### config.mk
export PLATFORM = sky130hd
export DESIGN_NAME = div_ctrl
export DESIGN_NICKNAME = d
export VERILOG_FILES = /design/src/rtl/div_ctrl_pkg.sv /design/src/rtl/div_chan_issue.sv /design/src/rtl/div_ctrl.sv
export SDC_FILE = /design/constraint.sdc
export NUM_CORES = 1
export LEC_CHECK = 0
export BUFFER_PORTS_ARGS = -buffer_cell sky130_fd_sc_hd__buf_2
export CAP_MARGIN = 30
export CORE_AREA = 2 2 120 122
export CTS_CLUSTER_SIZE = 25
export DETAILED_ROUTE_END_ITERATION = 16
export DIE_AREA = 0 0 122 124
export GPL_TIMING_DRIVEN = 1
export PLACE_DENSITY = 0.65
export SETUP_SLACK_MARGIN = 0.02
export SYNTH_ARGS = -nofsm -noshare
export SYNTH_HDL_FRONTEND = slang
export SYNTH_SLANG_ARGS = --single-unit
### constraint.sdc
create_clock -name clk -period 3.22 [get_ports clk]
set_clock_uncertainty 0.05 [all_clocks]
set_input_delay 0.644 -clock clk [delete_from_list [all_inputs] [get_ports clk]]
set_output_delay 0.644 -clock clk [all_outputs]
set_load 0.005 [all_outputs]
### src/rtl/div_ctrl_pkg.sv
// Shared types and constants for the divider sequencer: FSM states,
// req_op one-hot bit positions and quotient/remainder half positions.
package div_ctrl_pkg;

  typedef enum logic [1:0] {
    S_IDLE,
    S_ISSUE,
    S_WAIT,
    S_DONE
  } state_t;

  localparam int unsigned OP_DIV_W  = 0;
  localparam int unsigned OP_MOD_W  = 1;
  localparam int unsigned OP_DIV_WU = 2;
  localparam int unsigned OP_MOD_WU = 3;

  // Divider output is {quotient, remainder}: quotient in the upper half.
  localparam int unsigned QUO_HALF = 1;
  localparam int unsigned REM_HALF = 0;

  function automatic logic op_is_signed(input logic [3:0] op);
    return op[OP_DIV_W] | op[OP_MOD_W];
  endfunction

  function automatic logic op_wants_quo(input logic [3:0] op);
    return op[OP_DIV_W] | op[OP_DIV_WU];
  endfunction

endpackage

### src/rtl/div_chan_issue.sv
// Single valid/ready issuer: valid is held while active until the handshake,
// then a sticky accepted flag keeps it low until the owner clears it.
module div_chan_issue (
  input  logic clk,
  input  logic rst,
  input  logic active,
  input  logic clr,
  input  logic ready,
  output logic valid,
  output logic done
);

  logic acc_q;

  always_comb begin
    valid = active & ~acc_q;
    done  = acc_q | (valid & ready);
  end

  always_ff @(posedge clk) begin
    if (rst || clr) begin
      acc_q <= 1'b0;
    end else if (valid && ready) begin
      acc_q <= 1'b1;
    end
  end

endmodule

### src/rtl/div_ctrl.sv
// Sequences one division request through the signed or unsigned divider unit
// and holds the result on a valid/ready channel. Optional: DIV_ZERO_BYPASS_EN.
module div_ctrl
  import div_ctrl_pkg::*;
#(
  parameter int DATA_W = 32
) (
  input  logic                clk,
  input  logic                rst,
  input  logic                req_valid,
  output logic                req_ready,
  input  logic [3:0]          req_op,
  input  logic [DATA_W-1:0]   req_src1,
  input  logic [DATA_W-1:0]   req_src2,
  input  logic                flush,
  output logic [DATA_W-1:0]   div_dividend,
  output logic [DATA_W-1:0]   div_divisor,
  output logic                sdiv_dend_valid,
  input  logic                sdiv_dend_ready,
  output logic                sdiv_dsor_valid,
  input  logic                sdiv_dsor_ready,
  input  logic                sdiv_out_valid,
  input  logic [2*DATA_W-1:0] sdiv_out_data,
  output logic                udiv_dend_valid,
  input  logic                udiv_dend_ready,
  output logic                udiv_dsor_valid,
  input  logic                udiv_dsor_ready,
  input  logic                udiv_out_valid,
  input  logic [2*DATA_W-1:0] udiv_out_data,
  output logic                res_valid,
  input  logic                res_ready,
  output logic [DATA_W-1:0]   res_data
);

  state_t              state, state_nxt;
  logic                signed_q, quo_q, cancel;
  logic                accept, zero_div, issue_act, issue_clr;
  logic                dend_rdy, dsor_rdy, dend_v, dsor_v, dend_done, dsor_done;
  logic                out_vld;
  logic [2*DATA_W-1:0] out_dat;
  logic [DATA_W-1:0]   res_pick;
  logic                unused_op;

  // mod.wu is the remainder default, so its bit never steers anything.
  assign unused_op = req_op[OP_MOD_WU];

  always_comb begin
`ifdef DIV_ZERO_BYPASS_EN
    zero_div = (req_src2 == '0);
`else
    zero_div = 1'b0;
`endif
  end

  always_comb begin
    dend_rdy = signed_q ? sdiv_dend_ready : udiv_dend_ready;
    dsor_rdy = signed_q ? sdiv_dsor_ready : udiv_dsor_ready;
    out_vld  = signed_q ? sdiv_out_valid  : udiv_out_valid;
    out_dat  = signed_q ? sdiv_out_data   : udiv_out_data;
    res_pick = quo_q ? out_dat[QUO_HALF*DATA_W +: DATA_W]
                     : out_dat[REM_HALF*DATA_W +: DATA_W];
  end

  div_chan_issue u_dend (
    .clk   (clk),
    .rst   (rst),
    .active(issue_act),
    .clr   (issue_clr),
    .ready (dend_rdy),
    .valid (dend_v),
    .done  (dend_done)
  );

  div_chan_issue u_dsor (
    .clk   (clk),
    .rst   (rst),
    .active(issue_act),
    .clr   (issue_clr),
    .ready (dsor_rdy),
    .valid (dsor_v),
    .done  (dsor_done)
  );

  always_ff @(posedge clk) begin
    if (rst) begin
      state <= S_IDLE;
    end else begin
      state <= state_nxt;
    end
  end

  always_comb begin
    state_nxt = state;
    unique case (state)
      S_IDLE:  if (accept) state_nxt = zero_div ? S_DONE : S_ISSUE;
      S_ISSUE: if (dend_done && dsor_done) state_nxt = S_WAIT;
      S_WAIT:  if (out_vld) state_nxt = S_DONE;
      S_DONE:  if (cancel || flush || res_ready) state_nxt = S_IDLE;
      default: state_nxt = S_IDLE;
    endcase
  end

  always_comb begin
    req_ready       = (state == S_IDLE) & ~flush & ~rst;
    accept          = req_valid & req_ready;
    issue_act       = (state == S_ISSUE);
    issue_clr       = issue_act & dend_done & dsor_done;
    res_valid       = (state == S_DONE) & ~cancel;
    sdiv_dend_valid = dend_v & signed_q;
    sdiv_dsor_valid = dsor_v & signed_q;
    udiv_dend_valid = dend_v & ~signed_q;
    udiv_dsor_valid = dsor_v & ~signed_q;
  end

  always_ff @(posedge clk) begin
    if (rst) begin
      div_dividend <= '0;
      div_divisor  <= '0;
      signed_q     <= 1'b0;
      quo_q        <= 1'b0;
      res_data     <= '0;
      cancel       <= 1'b0;
    end else begin
      if (accept) begin
        div_dividend <= req_src1;
        div_divisor  <= req_src2;
        signed_q     <= op_is_signed(req_op);
        quo_q        <= op_wants_quo(req_op);
        if (zero_div) res_data <= op_wants_quo(req_op) ? '1 : req_src1;
      end
      if (state == S_WAIT && out_vld) res_data <= res_pick;
      // A cancelled request still runs to DONE so the divider drains first.
      if ((state == S_ISSUE || state == S_WAIT) && flush) begin
        cancel <= 1'b1;
      end else if (state == S_DONE) begin
        cancel <= 1'b0;
      end
    end
  end

endmodule

# ---- Yosys cells after proc, flatten, opt, wreduce, memory -nomap -nowiden
# Cells that the tools add are included.
# Widths: inputs -> output; s select.
dict set report classes {
  n_bitwise 24
  reduce_logical 12
  eq_ne 7
  mux 12
}
# cell n
set op_table {}
lappend op_table {{$mux 64} 1}
lappend op_table {{$mux 32} 1}
lappend op_table {{$and 1x1->1} 14}
lappend op_table {{$mux 2} 4}
lappend op_table {{$ne 2x2->1 const B} 4}
lappend op_table {{$pmux 2 s4} 1}
lappend op_table {{$not 1->1} 6}
lappend op_table {{$logic_and 1x1->1} 5}
lappend op_table {{$mux 1} 5}
lappend op_table {{$eq 2x2->1 const B} 2}
lappend op_table {{$logic_or 1x1->1} 4}
lappend op_table {{$or 1x1->1} 4}
lappend op_table {{$reduce_and 4->1} 1}
lappend op_table {{$eq 2x1->1 const B} 1}
lappend op_table {{$logic_not 2->1} 1}
lappend op_table {{$reduce_bool 2->1} 1}
dict set report totals {
  regBits 103
}

# ---- Longest topological paths before layout
# Gate-level depths: netlist of run 1.
dict set report logic_depth {
  depth_word 7
  mapped_depth 8
}

# ---- Cells and area by module
# Synthesis of run 1 repeated with hierarchy kept, for this count alone.
dict set report hier_totals {
  hier_cells 507
  area_unflattened_um2 4520.6
}
# module area_per_inst_um2 cells_each n_inst
set by_module_without_submodules {}
lappend by_module_without_submodules {div_ctrl 4428.0 499 1}
lappend by_module_without_submodules {div_chan_issue 46.3 4 2}

# ---- Least setup slack after synthesis of run 1
# OpenSTA, ideal clock, no wires.
dict set report synth_path {
  kind {input to register}
  start {in rst}
  end {reg state[0]}
  path_buffers 1
  t_required_ns 3.079
  path_slack_ns 1.166
  t_arrival_ns 1.913
  path_stages 5
  cell_sequence {clkbuf_2 or3b_1 a222oi_1 a21oi_1 a311oi_1}
}
dict set report synth_between {
  elab_chain_len 5
}
# item line_no
set synth_lines {}
lappend synth_lines {{from (decl)} div_ctrl.sv:9} ;# input logic rst,
lappend synth_lines {{$not 1->1} div_ctrl.sv:104} ;# req_ready = (state == S_IDLE) & ~flush & ~rst;
lappend synth_lines {{$and 1x1->1} div_ctrl.sv:104}
lappend synth_lines {{$and 1x1->1} div_ctrl.sv:105} ;# accept = req_valid & req_ready;
lappend synth_lines {{$ne 2x2->1 (no source line)} n/a}
lappend synth_lines {{$reduce_and 4->1 (no source line)} n/a}
lappend synth_lines {{to (signal assigned)} div_ctrl.sv:88} ;# state <= state_nxt;
lappend synth_lines {{to (decl)} div_ctrl.sv:35} ;# state_t state, state_nxt;
# Parallel ways exist; a longest one is shown, timed or not.
# A chain may end at the register's enable or synchronous reset.

# ---- Final worst setup path of run 1
dict set report layout_path {
  start {reg state[0]}
  end {out req_ready}
}
dict set report layout_between {
  elab_chain_len 3
}
# item line_no
set layout_lines {}
lappend layout_lines {{$logic_not 2->1} div_ctrl.sv:104}
lappend layout_lines {{$and 1x1->1 (2 in a row)} div_ctrl.sv:104}
lappend layout_lines {{to (decl)} div_ctrl.sv:11} ;# output logic req_ready,
# Every way passes these cells.

==> out/results.txt, run 1 <==
vias in the first global route - 4526
post-route clock period utilization - 68.9%
most frequent cell after synthesis - nand2_1
crit path buf inv count - 2
Initial Utilization - 32.5%
Cell Int Power - 2.36 mW
Via Count - 4714
post-DR wirelength/cell - 15.4 um
slowest cell on the critical path - dfxtp_1
worst r2r path cells - 7
Worst-Skew Late Latency - 0.34 ns
Hold Path Class - reg2reg
sequential element share of the synthesized area - 46.2%
P_leak - 2.90 nW
setup bufs post-CTS - 0
Seq pwr share - 43.5%
Crit path depth - 4
area of the mapped netlist - 0.00446 mm2
CP required - 2.53 ns
cells along the critical path - inv_1 -> ha_1 -> nor3b_1 -> buf_2
Core Box Area - 0.0137 mm2
Num Clock Sinks - 103
Slew HR - 53.3%
met3 routed WL - 1560 um
Max Freq - 0.450 GHz
Routed Wire Length - 15200 um
Detailed Route Iter0 Violations - 256
DR top layer - met4
top cells by area, synth - dfxtp_1 46%, nand2_1 16%, mux4_2 16%, a21oi_1 11%, clkbuf_1 2.5%
DRC viols - 0
fin worst setup slack - 1.00 ns
Site Rows - 43
Synth Register Bits - 103
first-pass GRT wire length - 22600 um
H-Tree Depth - 3
layout cells sized above 1 - 45.9%
Placement Cell Area - 0.00615 mm2
Layout Nets - 1009
IO buf count - 307
met2 wire length - 7590 um
total of max-cap violations - 0
Hold Path Depth - 2
antenna-violating nets left - 0
initial antenna violation count - 6
Synth top cells by count - 194 x nand2_1, 103 x dfxtp_1, 99 x a21oi_1, 32 x mux4_2, 30 x clkbuf_1
switching share of power - 28.1%
Design Area, Final - 0.00645 mm2
Critical Setup Path Class - reg2out
Max VDD drop - 0.326 mV
Synth top area share - 46.2%
IO Pins - 309
Slew @ Worst Pin - 0.700 ns
status - finished, final reports clean
Synth Instances - 512
crit path time final - 2.22 ns
CTS tree - built
CTS root buf - clkbuf_16
Combinational Power Share - 24.3%
DIE HEIGHT - 124 um
Avg Vias per Cell - 4.77
Synth Warn # - 0
maximum root-to-sink buffer count - 2
cell class contributing the biggest share of worst-path delay - flip-flops
cts bufs inserted - 9
CP Capture Type - output port
Die X-Extent - 122 um
First-pass DRT Iterations - 6
Psw - 0.925 mW
post-synth net total - 723
gpl congestion - 0.876
Max FO, Critical Path - 4
syn avg cell area - 8.72 um2
post-layout util - 47.0%
Total Die Area - 0.0151 mm2
Remaining Overflow, GRT - 0
Reg clk slew, reported paths - 0.06 ns
post-DP HPWL - 11600 um
Final Max Tran Viols - 0
asr flop ratio synth - 0%
M1 wire length - 5650 um
Overall Global Routing Usage - 19.3%
setup TNS - 0 ns
largest net degree at the start of global routing - 64
CP max stage delay - 0.35 ns
Post-synth EDFFs - 0
RSZ-0062 raised after global routing - no
synth-to-layout area growth - 44.4%
final hold vios - 0
Worst EP arrival - 1.53 ns
Yosys cell types - 25
Power per Cell Area - 510 mW/mm2
Setup-failing EPs final - 0
worst slack, placed - 0.916 ns
Clock power frac - 32.2%
post-synth top area cell - dfxtp_1
Worst Setup Start Kind - flop
post-cts sizing count - 0
hold_buf cts - 0
ys flop type - dfxtp_1
-- layer usage --
layer,vias up,track usage (%)
met5,-,0
met4,0,7.54
met3,20,8.47
met2,187,34.1
met1,2200,20.2
li1,2307,-
-- metrics by stage --
| step | hold slack, ns | power (mW) | cells |
|---|---|---|---|
| 2_1_floorplan | 0.400 | 1.93 | 512 |
| 3_3_place_gp | 0.389 | 2.25 | 967 |
| 3_5_place_dp | 0.393 | 2.27 | 967 |
| 4_1_cts | 0.402 | 3.33 | 982 |
| 5_1_grt | 0.413 | 3.48 | 988 |
| 6_report | 0.400 | 3.29 | 988 |
-- logic make-up (layout without fill, tap and decap cells) --
| group | count (synthesis) | in the layout | synth area share, % |
|---|---|---|---|
| buf+inv | 45 | 335 | 4.12 |
| mux | 35 | 35 | 16.8 |
| other cells | 0 | 6 | 0 |
| compound gates | 105 | 105 | 12.3 |
| fa+ha+maj | 4 | 4 | 1.12 |
| simple gates | 220 | 220 | 19.5 |
| flops | 103 | 103 | 46.2 |
-- worst register-to-register path, stage by stage (launching register included) --
cell	delay (ns)
dfxtp_1	0.35
inv_1	0.09
ha_1	0.21
nor3b_1	0.35
and2_2	0.49
buf_12	0.29
nand2_1	0.11
a21oi_1	0.12
-- layout by cell type (no fill, tap or decap) --
cell type   Yosys  layout
a21o_1          1       1
a21oi_1        99      99
a222oi_1        1       1
a22oi_1         1       1
a311oi_1        1       1
and2_1          3       2
and2_2          0       1
buf_12          0       1
buf_2           8     306
buf_4           1      10
bufinv_16       0       1
clkbuf_1       30       2
clkbuf_16       0       9
clkinv_2        0       2
clkinvlp_4      0       1
dfxtp_1       103     102
dfxtp_2         0       1
diode_2         0       6
ha_1            4       4
inv_1           3       3
mux2i_1         3       3
mux4_2         32      32
nand2_1       194     193
nand2_2         0       1
nand2b_1        2       2
nand3_1         1       1
nor2_1          6       6
nor2b_1         4       3
nor2b_2         0       1
nor3_1          8       8
nor3b_1         1       1
o21ba_2         2       2
or3b_1          1       1
-- path summary, 6_finish.rpt --
path               startpoint                to  slack (ns)
min          div_dividend[21]  div_dividend[21]        0.40
min reg2reg  div_dividend[21]  div_dividend[21]        0.40
max reg2reg          state[0]  div_dividend[18]        1.09
max                  state[0]         req_ready        1.00
-- power by group through the flow --
stage,logic (mW),clock network [mW],registers (mW)
finish,0.799,1.06,1.43
detailed placement,0.807,0,1.46
CTS,0.809,1.09,1.43
global route,0.897,1.14,1.44
global placement,0.795,0,1.46
floorplan,0.472,0,1.46
-- layout make-up --
cell class	count	area [um2]
diodes	6	15.0
inverters	3	11.3
flip-flops and latches	103	2060
well taps	180	225
fillers	1438	7270
clock buffers	11	233
clock inverters	4	47.5
repair buffers	317	1630
multi-input cells	364	2220
-- sequential cells by signal (all words and copies together) (netlist names), 2 cells and up --
register and flops:
div_divisor 32, res_data 32, state 2, div_dividend 32
Note: power is estimated with default switching activity, not from simulation.
==> run 2, diff against run 1 <==
--- a/config.mk
+++ b/config.mk
@@ -12,7 +12,7 @@
 export DETAILED_ROUTE_END_ITERATION = 16
 export DIE_AREA = 0 0 122 124
 export GPL_TIMING_DRIVEN = 1
-export PLACE_DENSITY = 0.65
+export PLACE_DENSITY = 0.68
 export SETUP_SLACK_MARGIN = 0.02
 export SYNTH_ARGS = -nofsm -noshare
 export SYNTH_HDL_FRONTEND = slang
==> constraint.sdc (replaced) <==
create_clock -name clk -period 1.9 [get_ports clk]
set_clock_uncertainty 0.05 [all_clocks]
set_input_delay 0.38 -clock clk [delete_from_list [all_inputs] [get_ports clk]]
set_output_delay 0.38 -clock clk [all_outputs]
set_load 0.005 [all_outputs]
==> run 2 against run 1 <==
- combinational power is 83% higher
- hold slack worse by 0.18 ns
- clock-buffer cell count is 2 lower
- critical path depth is 1 higher
- largest power group unchanged
- wire length is 10% lower
==> out/results.txt, run 2 (synthesis results as in run 1) <==
gpl congestion - 0.763 (was 0.876)
Critical Setup Path Class - reg2out (unchanged)
Slew HR - 55.5% (was 53.3%)
hold_sp - req_src2[7] (was div_dividend[21])
Remaining Overflow, GRT - 0 (unchanged)
final hold vios - 0 (unchanged)
Total Die Area - 0.0151 mm2 (unchanged)
Max VDD drop - 0.467 mV (was 0.326 mV)
setup TNS - 0 ns (unchanged)
IO buf count - 307 (unchanged)
H-Tree Depth - 3 (unchanged)
Final Power - 5.83 mW (was 3.29 mW)
Die X-Extent - 122 um (unchanged)
DRC viols - 0 (unchanged)
Core Box Area - 0.0137 mm2 (unchanged)
DIE HEIGHT - 124 um (unchanged)
total of max-cap violations - 0 (unchanged)
layout cells sized above 1 - 47.2% (was 45.9%)
Reg clk slew, reported paths - 0.07 ns (was 0.06 ns)
Initial Utilization - 32.5% (unchanged)
fillers - 1377 (was 1438)
final std cells w/o fill - 987 (was 988)
Cells after DPL - 970 (was 967)
CTS root buf - clkbuf_16 (unchanged)
cts bufs inserted - 9 (unchanged)
Worst EP arrival - 1.37 ns (was 1.53 ns)
status - finished, final reports clean (unchanged)
Avg Vias per Cell - 4.68 (was 4.77)
Num Clock Sinks - 103 (unchanged)
CP required - 1.47 ns (was 2.53 ns)
Layout Nets - 1014 (was 1009)
worst r2r src - state[1] (was state[0])
largest net degree at the start of global routing - 64 (unchanged)
Final Max Tran Viols - 0 (unchanged)
Overall Global Routing Usage - 16.8% (was 19.3%)
Routed Wire Length - 13600 um (was 15200 um)
crit path time final - 1.80 ns
Hold Slack - 0.218 ns (was 0.400 ns)
Worst-Skew Late Latency - 0.34 ns (about the same)
Slew @ Worst Pin - 0.667 ns (was 0.700 ns)
P_leak - 2.96 nW (was 2.90 nW)
post-route clock period utilization - 95.0%
commonest non-fill, non-tap cell in the layout - buf_2 (unchanged)
commonest cells after routing, fill and taps aside - 306 x buf_2, 193 x nand2_1, 100 x dfxtp_1 (was 306 x buf_2, 193 x nand2_1, 102 x dfxtp_1)
maximum root-to-sink buffer count - 2 (unchanged)
first-pass GRT wire length - 20300 um (was 22600 um)
antenna cell count - 0 (was 6)
CP Capture Type - output port (unchanged)
Power per Cell Area - 888 mW/mm2 (was 510 mW/mm2)
CTS tree - built (unchanged)
Setup-failing EPs final - 0 (unchanged)
post-DR wirelength/cell - 13.8 um (was 15.4 um)
Detailed Route Iter0 Violations - 207 (was 256)
Site Rows - 43 (unchanged)
Via Count - 4617 (was 4714)
synth-to-layout area growth - 47.2% (was 44.4%)
Hold Path Class - in2reg (was reg2reg)
IO Pins - 309 (unchanged)
antenna-violating nets left - 0 (unchanged)
Largest regs - div_dividend: 32 flops, div_divisor: 32 flops, res_data: 32 flops (unchanged)
Max FO, Critical Path - 3 (was 4)
First-pass DRT Iterations - 4 (was 6)
post-DP HPWL - 10300 um (was 11600 um)
Worst Setup Start Kind - flop (unchanged)
Reg area - 0.00207 mm2 (was 0.00206 mm2)
vias in the first global route - 4306 (was 4526)
initial antenna violation count - 1 (was 6)
area taken by multi-input logic gates - 0.00224 mm2 (was 0.00222 mm2)
crit path launch - state[1] (was state[0])
Max Freq - 0.554 GHz
==> run 2: changes by cell type in the layout (fill, tap and decap cells not counted), moves of 2 or more <==
| cell | change |
|---|---|
| diode_2 | -6 |
| buf_12 | +4 |
| clkbuf_1 | -2 |
| dfxtp_1 | -2 |
| dfxtp_2 | +2 |
| nor2b_1 | -2 |
| nor2b_2 | +2 |
==> run 2: worst max-delay path, stage by stage (launching register included) <==
cell,delay [ns]
dfxtp_2,0.33
inv_1,0.07
ha_1,0.21
nor2b_2,0.16
and2_1,0.15
buf_2,0.12
==> run 2: area by class of cell <==
class	count	share of cell area [%]
well taps	180	3.43
flip-flops and latches	103	31.4
clock inverters	6	1.31
repair buffers	322	26.1
clock buffers	9	3.43
inverters	3	0.171
multi-input cells	364	34.1
==> run 2: final timing paths <==
check	end	slack, ns	depth (start not counted)
setup reg to reg	state[0]	0.23	7
setup / recovery	sdiv_dend_valid	0.1	5
hold reg to reg	div_divisor[12]	0.40	2
hold / removal	div_divisor[7]	0.22	3
==> run 2: report_power, final <==
group	switching (mW)	internal [mW]	total (mW)	leakage, nW
clock	0.800	1.14	1.95	0.151
combinational	0.697	0.760	1.46	1.97
sequential	0.0977	2.34	2.43	0.836
total	1.59	4.24	5.83	2.96
==> run 2: stage by stage <==
stage,setup slack (ns),area (um2),util (%)
3_3_place_gp,0.0217,6220,45.4
5_1_grt,-0.00361,6570,47.9
2_1_floorplan,0.110,4460,-
3_5_place_dp,-0.0244,6220,45.4
4_1_cts,0.0368,6540,47.7
6_report,0.0958,6570,47.9
==> run 2: layer usage <==
layer	up-vias	GRT usage (%)	share of wire [%]
met5	-	0	0.096
met4	2	4.53	0.91
met3	12	5.82	9.2
met2	177	29.8	50
met1	2121	19.3	39
li1	2305	-	-
==> run 2: repair_timing <==
item | CTS | global route
pin swaps | 0 | 1
hold buffers | 0 | 0
hold endpoints to repair | 0 | 0
setup endpoints to repair | 1 | 14
setup buffers | 0 | 2
gates resized for setup | 1 | 6
==> run 3, diff against run 2 <==
--- a/config.mk
+++ b/config.mk
@@ -12,7 +12,7 @@
 export DETAILED_ROUTE_END_ITERATION = 16
 export DIE_AREA = 0 0 122 124
 export GPL_TIMING_DRIVEN = 1
-export PLACE_DENSITY = 0.68
+export PLACE_DENSITY = 0.73
 export SETUP_SLACK_MARGIN = 0.02
 export SYNTH_ARGS = -nofsm -noshare
 export SYNTH_HDL_FRONTEND = slang
==> run 3 against run 2 <==
- hold slack lost 0.0062 ns
- combinational power is essentially flat
- setup slack gained 0.00066 ns
- maximum frequency is essentially flat
- via count grew 0.13%
- sequential power is essentially flat
- core utilization grew 0.26 points
- final cell count grew 0.51%
- clock power is essentially flat
- register-to-register slack lost 0.07 ns
- critical endpoint unchanged
==> out/results.txt, run 3 (synthesis results as in run 1) <==
layout cells sized above 1 - 47.3% (was 47.2%)
hold_buf cts - 0 (unchanged)
hold_sp - req_src2[12] (was req_src2[7])
Slew @ Worst Pin - 0.637 ns (was 0.667 ns)
largest net degree at the start of global routing - 59 (was 64)
commonest cells after routing, fill and taps aside - 306 x buf_2, 193 x nand2_1, 101 x dfxtp_1 (was 306 x buf_2, 193 x nand2_1, 100 x dfxtp_1)
antenna-violating nets left - 0 (unchanged)
IO Pins - 309 (unchanged)
Total Die Area - 0.0151 mm2 (unchanged)
Max FO, Critical Path - 3 (unchanged)
CP max stage delay - 0.34 ns (was 0.33 ns)
crit path buf inv count - 2 (unchanged)
Power per Cell Area - 879 mW/mm2 (was 888 mW/mm2)
Hold Path Class - in2reg (unchanged)
synth-to-layout area growth - 48.0% (was 47.2%)
post-layout util - 48.2% (was 47.9%)
Num Clock Sinks - 103 (unchanged)
worst r2r src - signed_q (was state[1])
Max Freq - 0.554 GHz (about the same)
worst r2r path cells - 5 (was 7)
Critical Setup Path Class - reg2out (unchanged)
Worst Setup Start Kind - flop (unchanged)
slowest cell on the critical path - dfxtp_2 (unchanged)
reg2reg end - res_data[31] (was state[0])
IO buf count - 307 (unchanged)
Reg clk slew, reported paths - 0.08 ns (was 0.07 ns)
post-route clock period utilization - 94.9% (was 95.0%)
Slew HR - 57.5% (was 55.5%)
Reg2Reg Setup Slack - 0.16 ns (was 0.23 ns)
met3 routed WL - 1280 um (was 1250 um)
fillers - 1349 (was 1377)
Final Max Tran Viols - 0 (unchanged)
Design Area, Final - 0.00661 mm2 (was 0.00657 mm2)
status - finished, final reports clean (unchanged)
Detailed Route Iter0 Violations - 213 (was 207)
met2 wire length - 7040 um (was 6840 um)
CTS root buf - clkbuf_16 (unchanged)
Worst EP arrival - 1.37 ns (about the same)
Initial Utilization - 32.5% (unchanged)
initial antenna violation count - 3 (was 1)
Via Count - 4623 (was 4617)
final hold vios - 0 (unchanged)
Max VDD drop - 0.499 mV (was 0.467 mV)
RSZ-0062 raised after global routing - yes
cells along the critical path - inv_1 -> ha_1 -> nor2b_2 -> and2_1 -> buf_2 (unchanged)
post-DP HPWL - 11200 um (was 10300 um)
Final Power - 5.81 mW (was 5.83 mW)
Setup-failing EPs final - 0 (unchanged)
crit path time final - 1.80 ns (about the same)
cts bufs inserted - 9 (unchanged)
first-pass GRT wire length - 21300 um (was 20300 um)
DIE HEIGHT - 124 um (unchanged)
H-Tree Depth - 3 (unchanged)
Layout Nets - 1016 (was 1014)
Worst-Skew Late Latency - 0.34 ns (about the same)
crit path launch - state[1] (unchanged)
Hold Path Depth - 3 (unchanged)
Largest regs - div_dividend: 32 flops, div_divisor: 32 flops, res_data: 32 flops (unchanged)
vias in the first global route - 4219 (was 4306)
Remaining Overflow, GRT - 0 (unchanged)
M1 wire length - 5840 um (was 5360 um)
CP Capture Type - output port (unchanged)
Overall Global Routing Usage - 18.3% (was 16.8%)
setup TNS - 0 ns (unchanged)
fin worst setup slack - 0.0965 ns (was 0.0958 ns)
DRC viols - 0 (unchanged)
cell class contributing the biggest share of worst-path delay - flip-flops (unchanged)
Site Rows - 43 (unchanged)
CP required - 1.47 ns (about the same)
Avg Vias per Cell - 4.66 (was 4.68)
CTS tree - built (unchanged)
maximum root-to-sink buffer count - 2 (unchanged)
P_leak - 2.98 nW (was 2.96 nW)
DR top layer - met5 (unchanged)
gpl congestion - 0.821 (was 0.763)
Placement Cell Area - 0.00626 mm2 (was 0.00622 mm2)
First-pass DRT Iterations - 4 (unchanged)
Core Box Area - 0.0137 mm2 (unchanged)
total of max-cap violations - 0 (unchanged)
post-DR wirelength/cell - 14.7 um (was 13.8 um)
Hold Path End - div_divisor[12] (was div_divisor[7])
Routed Wire Length - 14500 um (was 13600 um)
worst slack, placed - 0.000455 ns (was -0.0244 ns)
Die X-Extent - 122 um (unchanged)
commonest non-fill, non-tap cell in the layout - buf_2 (unchanged)
==> run 3: layer usage <==
| layer | track usage [%] | vias up |
|---|---|---|
| met2 | 30.4 | 186 |
| met5 | 0 | - |
| met4 | 7.47 | 2 |
| met3 | 6.00 | 30 |
| met1 | 21.7 | 2094 |
| li1 | - | 2311 |
==> run 3: cell type report <==
class	count	area [um2]	area share, %
Antenna cell	2	5.00	0.0757
Clock buffer	10	239	3.62
Clock inverter	6	75.1	1.14
Inverter	3	11.3	0.170
Multi-Input combinational cell	364	2250	34.0
Sequential cell	103	2060	31.2
Tap cell	180	225	3.41
Timing Repair Buffer	324	1740	26.4
==> run 3: worst max-delay path by stage <==
stage	slack, ns	cells after the start	endpoint
after detailed placement	0.0005	7	div_dividend[27]
after CTS	0.02	4	req_ready
final	0.1	5	sdiv_dend_valid
after global placement	0.08	6	state[1]
after global routing	0.001	4	req_ready
after floorplan	0.11	5	state[0]
==> run 3: worst reg2reg max path, stage by stage, from the launching register on <==
cell	delay [ns]
dfxtp_2	0.57
mux2i_1	0.39
nand2b_1	0.21
buf_12	0.21
nand2_1	0.08
a21oi_1	0.16
==> run 3: where the power goes <==
group          switching [mW]  internal (mW)
clock network           0.860           1.08
registers               0.104           2.33
logic                   0.683          0.751
==> run 3: repair_timing <==
action | 4_1_cts | 5_1_grt
gates resized for setup | 1 | 5
buffers inserted | 0 | 1
endpoints found under the setup margin | 3 | 31
==> run 3: through the flow <==
stage | instances | hold slack (ns)
6_report | 992 | 0.212
5_1_grt | 992 | 0.198
4_1_cts | 989 | 0.196
3_5_place_dp | 973 | 0.393
3_3_place_gp | 973 | 0.388
2_1_floorplan | 512 | 0.400
